<file path="config.mk">
export PLATFORM = sky130hd
export DESIGN_NAME = wd_window_timer
export DESIGN_NICKNAME = d
export VERILOG_FILES = /design/src/rtl/wd_window_timer.sv
export SDC_FILE = /design/constraint.sdc
export NUM_CORES = 1
export LEC_CHECK = 0
export CORE_MARGIN = 2
export CORE_UTILIZATION = 66
export CTS_CLUSTER_SIZE = 8
export DETAILED_ROUTE_END_ITERATION = 8
export DONT_BUFFER_PORTS = 1
export PLACE_DENSITY = 0.82
export SLEW_MARGIN = 5
export SYNTH_ARGS = -nofsm -noshare
export SYNTH_HDL_FRONTEND = slang
export SYNTH_SLANG_ARGS = --single-unit
</file>
<file path="constraint.sdc">
create_clock -name clk -period 3.6 [get_ports clk]
set_clock_uncertainty 0.15 [all_clocks]
set_input_delay 0.9 -clock clk [delete_from_list [all_inputs] [get_ports clk]]
set_output_delay 0.9 -clock clk [all_outputs]
set_load 0.05 [all_outputs]
</file>
<file path="src/rtl/wd_window_timer.sv">
// wd_window_timer: watchdog service-window generator with kick strobe and sticky timeout overflow.
// Optional `WD_KICK_SYNC_EN adds a 2-flop synchronizer on kick_i before edge detection.
module wd_window_timer #(
  parameter int CLOSED_CYC = 16,
  parameter int OPEN_CYC   = 8,
  parameter int TMO_CYC    = 64,
  parameter int CNT_W      = 8
) (
  input  logic       clk,
  input  logic       rst,
  input  logic       en_i,
  input  logic       kick_i,
  output logic       swstat_o,
  output logic       wdsrvc_o,
  output logic       fwovr_o,
  output logic [1:0] phase_o
);
  typedef enum logic [1:0] {IDLE = 2'b00, CLOSED = 2'b01, OPEN = 2'b10, EXPIRED = 2'b11} state_t;
  state_t state_q;
  logic [CNT_W-1:0] pcnt_q, tcnt_q;
  logic kick_s, kick_q, swstat_q, wdsrvc_q, fwovr_q;
  logic kev, valid, tmo, last_c, last_o;
`ifdef WD_KICK_SYNC_EN
  logic [1:0] sync_q;
  always_ff @(posedge clk)
    sync_q <= rst ? 2'b00 : {sync_q[0], kick_i};
  assign kick_s = sync_q[1];
`else
  assign kick_s = kick_i;
`endif
  assign kev    = kick_s & ~kick_q;
  assign valid  = kev & (state_q == OPEN);
  assign tmo    = tcnt_q == CNT_W'(TMO_CYC - 1);
  assign last_c = pcnt_q == CNT_W'(CLOSED_CYC - 1);
  assign last_o = pcnt_q == CNT_W'(OPEN_CYC - 1);
  always_ff @(posedge clk) begin
    if (rst) begin
      state_q  <= IDLE;
      pcnt_q   <= '0;
      tcnt_q   <= '0;
      kick_q   <= 1'b0;
      swstat_q <= 1'b0;
      wdsrvc_q <= 1'b0;
      fwovr_q  <= 1'b0;
    end else begin
      kick_q   <= kick_s;
      swstat_q <= 1'b0;
      wdsrvc_q <= 1'b0;
      fwovr_q  <= 1'b0;
      if (!en_i) begin
        state_q <= IDLE;
        pcnt_q  <= '0;
        tcnt_q  <= '0;
      end else begin
        unique case (state_q)
          IDLE: begin
            state_q <= CLOSED;
            pcnt_q  <= '0;
            tcnt_q  <= '0;
          end
          EXPIRED: fwovr_q <= 1'b1;
          default: begin
            if (tmo && !valid) begin
              state_q <= EXPIRED;
              pcnt_q  <= '0;
              fwovr_q <= 1'b1;
            end else begin
              wdsrvc_q <= kev;
              tcnt_q   <= valid ? '0 : tcnt_q + 1'b1;
              if (state_q == CLOSED) begin
                state_q  <= last_c ? OPEN : CLOSED;
                pcnt_q   <= last_c ? '0 : pcnt_q + 1'b1;
                swstat_q <= last_c;
              end else if (last_o && !kev) begin
                state_q <= CLOSED;
                pcnt_q  <= '0;
              end else begin
                // a kick on the last open cycle holds the window open one extra cycle
                swstat_q <= 1'b1;
                pcnt_q   <= last_o ? pcnt_q : pcnt_q + 1'b1;
              end
            end
          end
        endcase
      end
    end
  end
  assign swstat_o = swstat_q;
  assign wdsrvc_o = wdsrvc_q;
  assign fwovr_o  = fwovr_q;
  assign phase_o  = state_q;
endmodule

</file>
---- Yosys cells after proc, flatten, opt, wreduce, memory -nomap -nowiden ----
Index checks and enable logic that the tools add are counted.
word-level totals
  flip-flop bits (word level) ............. 22
cells by class
  $add $sub $neg .......................... 2
  reduce and logical (&&, ||, !) cells .... 11
  equality and inequality tests ........... 8
  bitwise gates (word level) .............. 5
  mux-type cells .......................... 18
operators with widths
  operator                                                                 number
  8-bit two-way mux                                                        7
  8-bit case mux with 2 select lines                                       2
  8-bit by 1-bit adder with 8-bit output, second input constant            2
  8-bit by 3-bit == test with 1-bit output, second input constant          1
  8-bit by 4-bit == test with 1-bit output, second input constant          1
  8-bit by 6-bit == test with 1-bit output, second input constant          1
  2-bit two-way mux                                                        4
  2-bit AND reduction                                                      3
  5-bit by 1-bit inequality test with 1-bit output, second input constant  1
  5-bit OR reduction                                                       1
  2-bit == test, second input constant                                     2
  2-bit case mux with 2 select lines                                       1
  4-bit nonzero test                                                       1
  1-bit two-way mux                                                        3
  1-bit inverter                                                           3
  1-bit bitwise AND                                                        2
  2-bit by 1-bit == test with 1-bit output, second input constant          1
  1-bit logical AND                                                        2
  1-bit logical NOT                                                        2
  2-bit logical NOT                                                        1
  2-bit by 1-bit inequality test with 1-bit output, second input constant  1
  1-bit case mux with 2 select lines                                       1
  2-bit OR reduction                                                       1

---- Logic depth before layout (Yosys ltp) ----
  depth after elaboration ................. 8
  mapped depth ............................ 7
  gate-level depth less buffers ........... 6

---- Worst setup path before layout ----
OpenSTA, ideal clock, no wires.
  path type ............................... reg2reg
  from .................................... register state_q[0] (netlist: phase_o[0])
  to ...................................... register pcnt_q[1]
  setup slack ............................. 1,127 ps
  period minus slack after synthesis ...... 2,473 ps
  stages on the path, launching flop included .. 8
  data arrival time ....................... 2,247 ps
  buffers on the path ..................... 1
  library setup time ...................... 76 ps
  cell sequence ........................... dfxtp_1 > inv_1 > ha_1 > buf_2 > or4b_4 > a31oi_4 > o21ai_0 > o22ai_1
on the way
  word-level cells in the longest chain between the ends .. 6
RTL lines
  item                                                                                                    line  text
  start: declaration                                                                                      19    state_t state_q;
  start signal: assignment                                                                                71    state_q <= last_c ? OPEN : CLOSED;
  2-bit == test                                                                                           32    assign valid = kev & (state_q == OPEN);
  1-bit bitwise AND                                                                                       32
  1-bit logical NOT                                                                                       63    if (tmo && !valid) begin
  1-bit logical AND                                                                                       63
  5-bit by 1-bit inequality test with 1-bit output (no line) / 8-bit two-way mux (equally long branches)  --
  2-bit AND reduction (no line) / 8-bit case mux with 2 select lines (equally long branches)              --
  end signal: assignment                                                                                  72    pcnt_q <= last_c ? '0 : pcnt_q + 1'b1;
  end signal: assignment                                                                                  80    pcnt_q <= last_o ? pcnt_q : pcnt_q + 1'b1;
  end: declaration                                                                                        20    logic [CNT_W-1:0] pcnt_q, tcnt_q;
Parallel ways exist; a longest one is shown, timed or not.
A chain may end at the register's enable or synchronous reset.

---- Worst setup path in the final report ----
Ends and elaborated chain as after synthesis.

==> metrics.yaml <==
yosys:
  ys.flop_type: "dfxtp_1"
  syn_inst: 143
  synth-async-reset-ratio: 0
  yosys_warnings: 0
  ys_ff_latch: 22
  synth_cell_types: 48
  synth_edf_count: 0
  ys_seq_area_frac: 0.344
  avgSynthCellArea_um2: 8.96
  syn-num-nets: 153
  syn_area_um2: 1280
global_route:
  antenna_found_initial: 0
  grt_max_degree: 14
  grt_pass1_wl_um: 4210
  grt_overflow: 0
  grt_pass1_vias: 981
  grt.total_usage: 0.260
status:
  status: "finished, final reports clean"
placed_design:
  dp_hpwl_um: 1920
  place_congestion: 0.828
  dp_cells: 164
  portBuffers: 0
finish:
  seq_area_um2: 440
  fin_nets: 154
  multiInputGateArea_um2: 779
  final_cell_mix: "22 x dfxtp_1, 10 x inv_1, 10 x o21ai_0"
  drive_above_1_share: 0.0979
  stdcell_count: 168
  diodes: 0
  fill_cells: 128
  final_common_cell: "dfxtp_1"
  area_growth_pct: 4.69
sta:
  worstMarginPinSlew_ps: 776
  hold_viol: 0
  drv_slew: 0
  timing.slew.headroom: 0.479
  finalCriticalPeriod_ps: 2720
  fmax_mhz: 368
  rsz0062_at_grt: "no"
  period_share: 0.756
  setup_tns_ps: 0
  setup-violations-final: 0
power:
  power_mw: 0.463
  power.switching_mw: 0.0962
  comb_power_share: 0.047
  clockPowerShare: 0.409
  power.leakage_nw: 0.439
  ir_drop_uv: 283
  powerDensity_nw_per_um2: 345
  p_int_mw: 0.367
  pwr-share-seq: 0.544
  swShare: 0.208
worst_setup_path:
  critPathLaunchType: "register"
  worstSetupPathType: "register to register"
  required_ps: 3690
  reg2regPathDepth: 6
  arrival_ps: 2810
  ff2ff_setup_slack_ps: 880
  crit_path_max_fanout: 9
  crit_path_end_kind: "register"
floorplan:
  die_h_um: 48.1
  ios: 9
  fp-row-count: 15
  core_um2: 1780
  die_w_um: 48.1
  dieArea_um2: 2310
  start_util: 0.719
clock_network:
  cts_repair_resize_count: 0
  cts_tree: "built"
  cts_root_buf: "clkbuf_4"
  cts_buffers: 3
  worst_skew_pair.late_latency_ps: 300
  path_clk_slew_ps: 130
  holdBufCountCts: 0
  ctsHtreeMaxLevel: 1
  clock_path_buffers: 2
  cts_sinks: 22
  post_cts_buffers: 0
drt:
  wl_met2_um: 1190
  wl_met3_um: 141
  num_vias: 1095
  wl_um: 2580
  firstDrtPassIters: 5
  drt-vias-per-instance: 6.52
  ant_nets: 0
  wl_per_cell_um: 15.4
  drtIter0Drc: 45
  route.detailed.drc: 0
  drt-met1-wl_um: 1210
  highest_layer: "met4"
worst_hold_path:
  hold_depth: 2
  hp-class: "register to register"
run:
  drv_cap: 0
## kinds of logic (layout without fill, tap and decap cells)
logic type	after synthesis	in the layout	synth area share
AOI/OAI and AO/OA	42	42	0.253
adders and majority gates	6	6	0.0586
and+or+nand+nor	53	53	0.254
xor gates and xnor gates	4	4	0.0273
buffers and inverters	14	14	0.0479
muxes	2	2	0.0156
DFF	22	22	0.344
## synthesized netlist by cell type, drive strengths merged (3+ instances only)
cell / count / area (um^2)
a21oi: 7 / 38.8
a22oi: 4 / 35.0
a31oi: 3 / 33.8
and3b: 3 / 26.3
dfxtp: 22 / 440
ha: 6 / 75.1
inv: 10 / 37.5
nand2: 6 / 22.5
nand3: 6 / 30.0
nand4: 3 / 18.8
nor2: 8 / 30.0
nor2b: 4 / 25.0
nor3: 7 / 35.0
o211ai: 4 / 30.0
o21ai: 10 / 50.1
or3: 4 / 30.0
xor2: 3 / 26.3
## power by group through the flow
stage / Clock, mW / Combinational, mW / Sequential (mW)
6_report: 0.189 / 0.0218 / 0.252
5_1_grt: 0.200 / 0.0236 / 0.252
4_1_cts: 0.191 / 0.0215 / 0.252
3_5_place_dp: 0 / 0.0213 / 0.257
3_3_place_gp: 0 / 0.0208 / 0.257
2_1_floorplan: 0 / 0.0174 / 0.257
## layout make-up
| type | instances | area share |
|---|---|---|
| clock inverter | 1 | 0.0224 |
| inverter | 10 | 0.0280 |
| tap | 25 | 0.0233 |
| sequential | 22 | 0.328 |
| multi-input combinational | 107 | 0.581 |
| clock buffer | 3 | 0.0168 |
## per-layer routing
metal,track usage,up-vias
met2,0.424,48
li1,-,537
met1,0.326,504
met4,0.146,0
met3,0.0377,6
met5,0,-
## critical path: stages, from the launching register on
cell	delay (ps)
dfxtp_1	710
inv_1	190
ha_1	360
or4b_4	610
a31oi_4	270
o21ai_0	190
o22ai_1	170
## worst paths after layout
path | end | startpoint
max reg2reg | pcnt_q[1]$_SDFFE_PP0P_ | phase_o[0]$_SDFFE_PP0P_
min reg2reg | pcnt_q[1]$_SDFFE_PP0P_ | pcnt_q[1]$_SDFFE_PP0P_
min | pcnt_q[1]$_SDFFE_PP0P_ | pcnt_q[1]$_SDFFE_PP0P_
max | pcnt_q[1]$_SDFFE_PP0P_ | phase_o[0]$_SDFFE_PP0P_
## per-stage QoR
step | area (um^2) | util | hold WS [ps] | setup WS [ps]
2_1_floorplan | 1280 | - | 296 | 1130
4_1_cts | 1340 | 0.752 | 345 | 884
6_report | 1340 | 0.752 | 344 | 879
3_5_place_dp | 1290 | 0.723 | 327 | 919
5_1_grt | 1340 | 0.752 | 376 | 711
3_3_place_gp | 1290 | 0.723 | 307 | 1020
## sequential cells by signal, summed over array words and instances, names as in the netlist
register and flops:
phase_o 2, wdsrvc_o 1, tcnt_q 8, pcnt_q 8
fwovr_o 1, kick_q 1, swstat_o 1
Note: power is estimated with default switching activity, not from simulation.
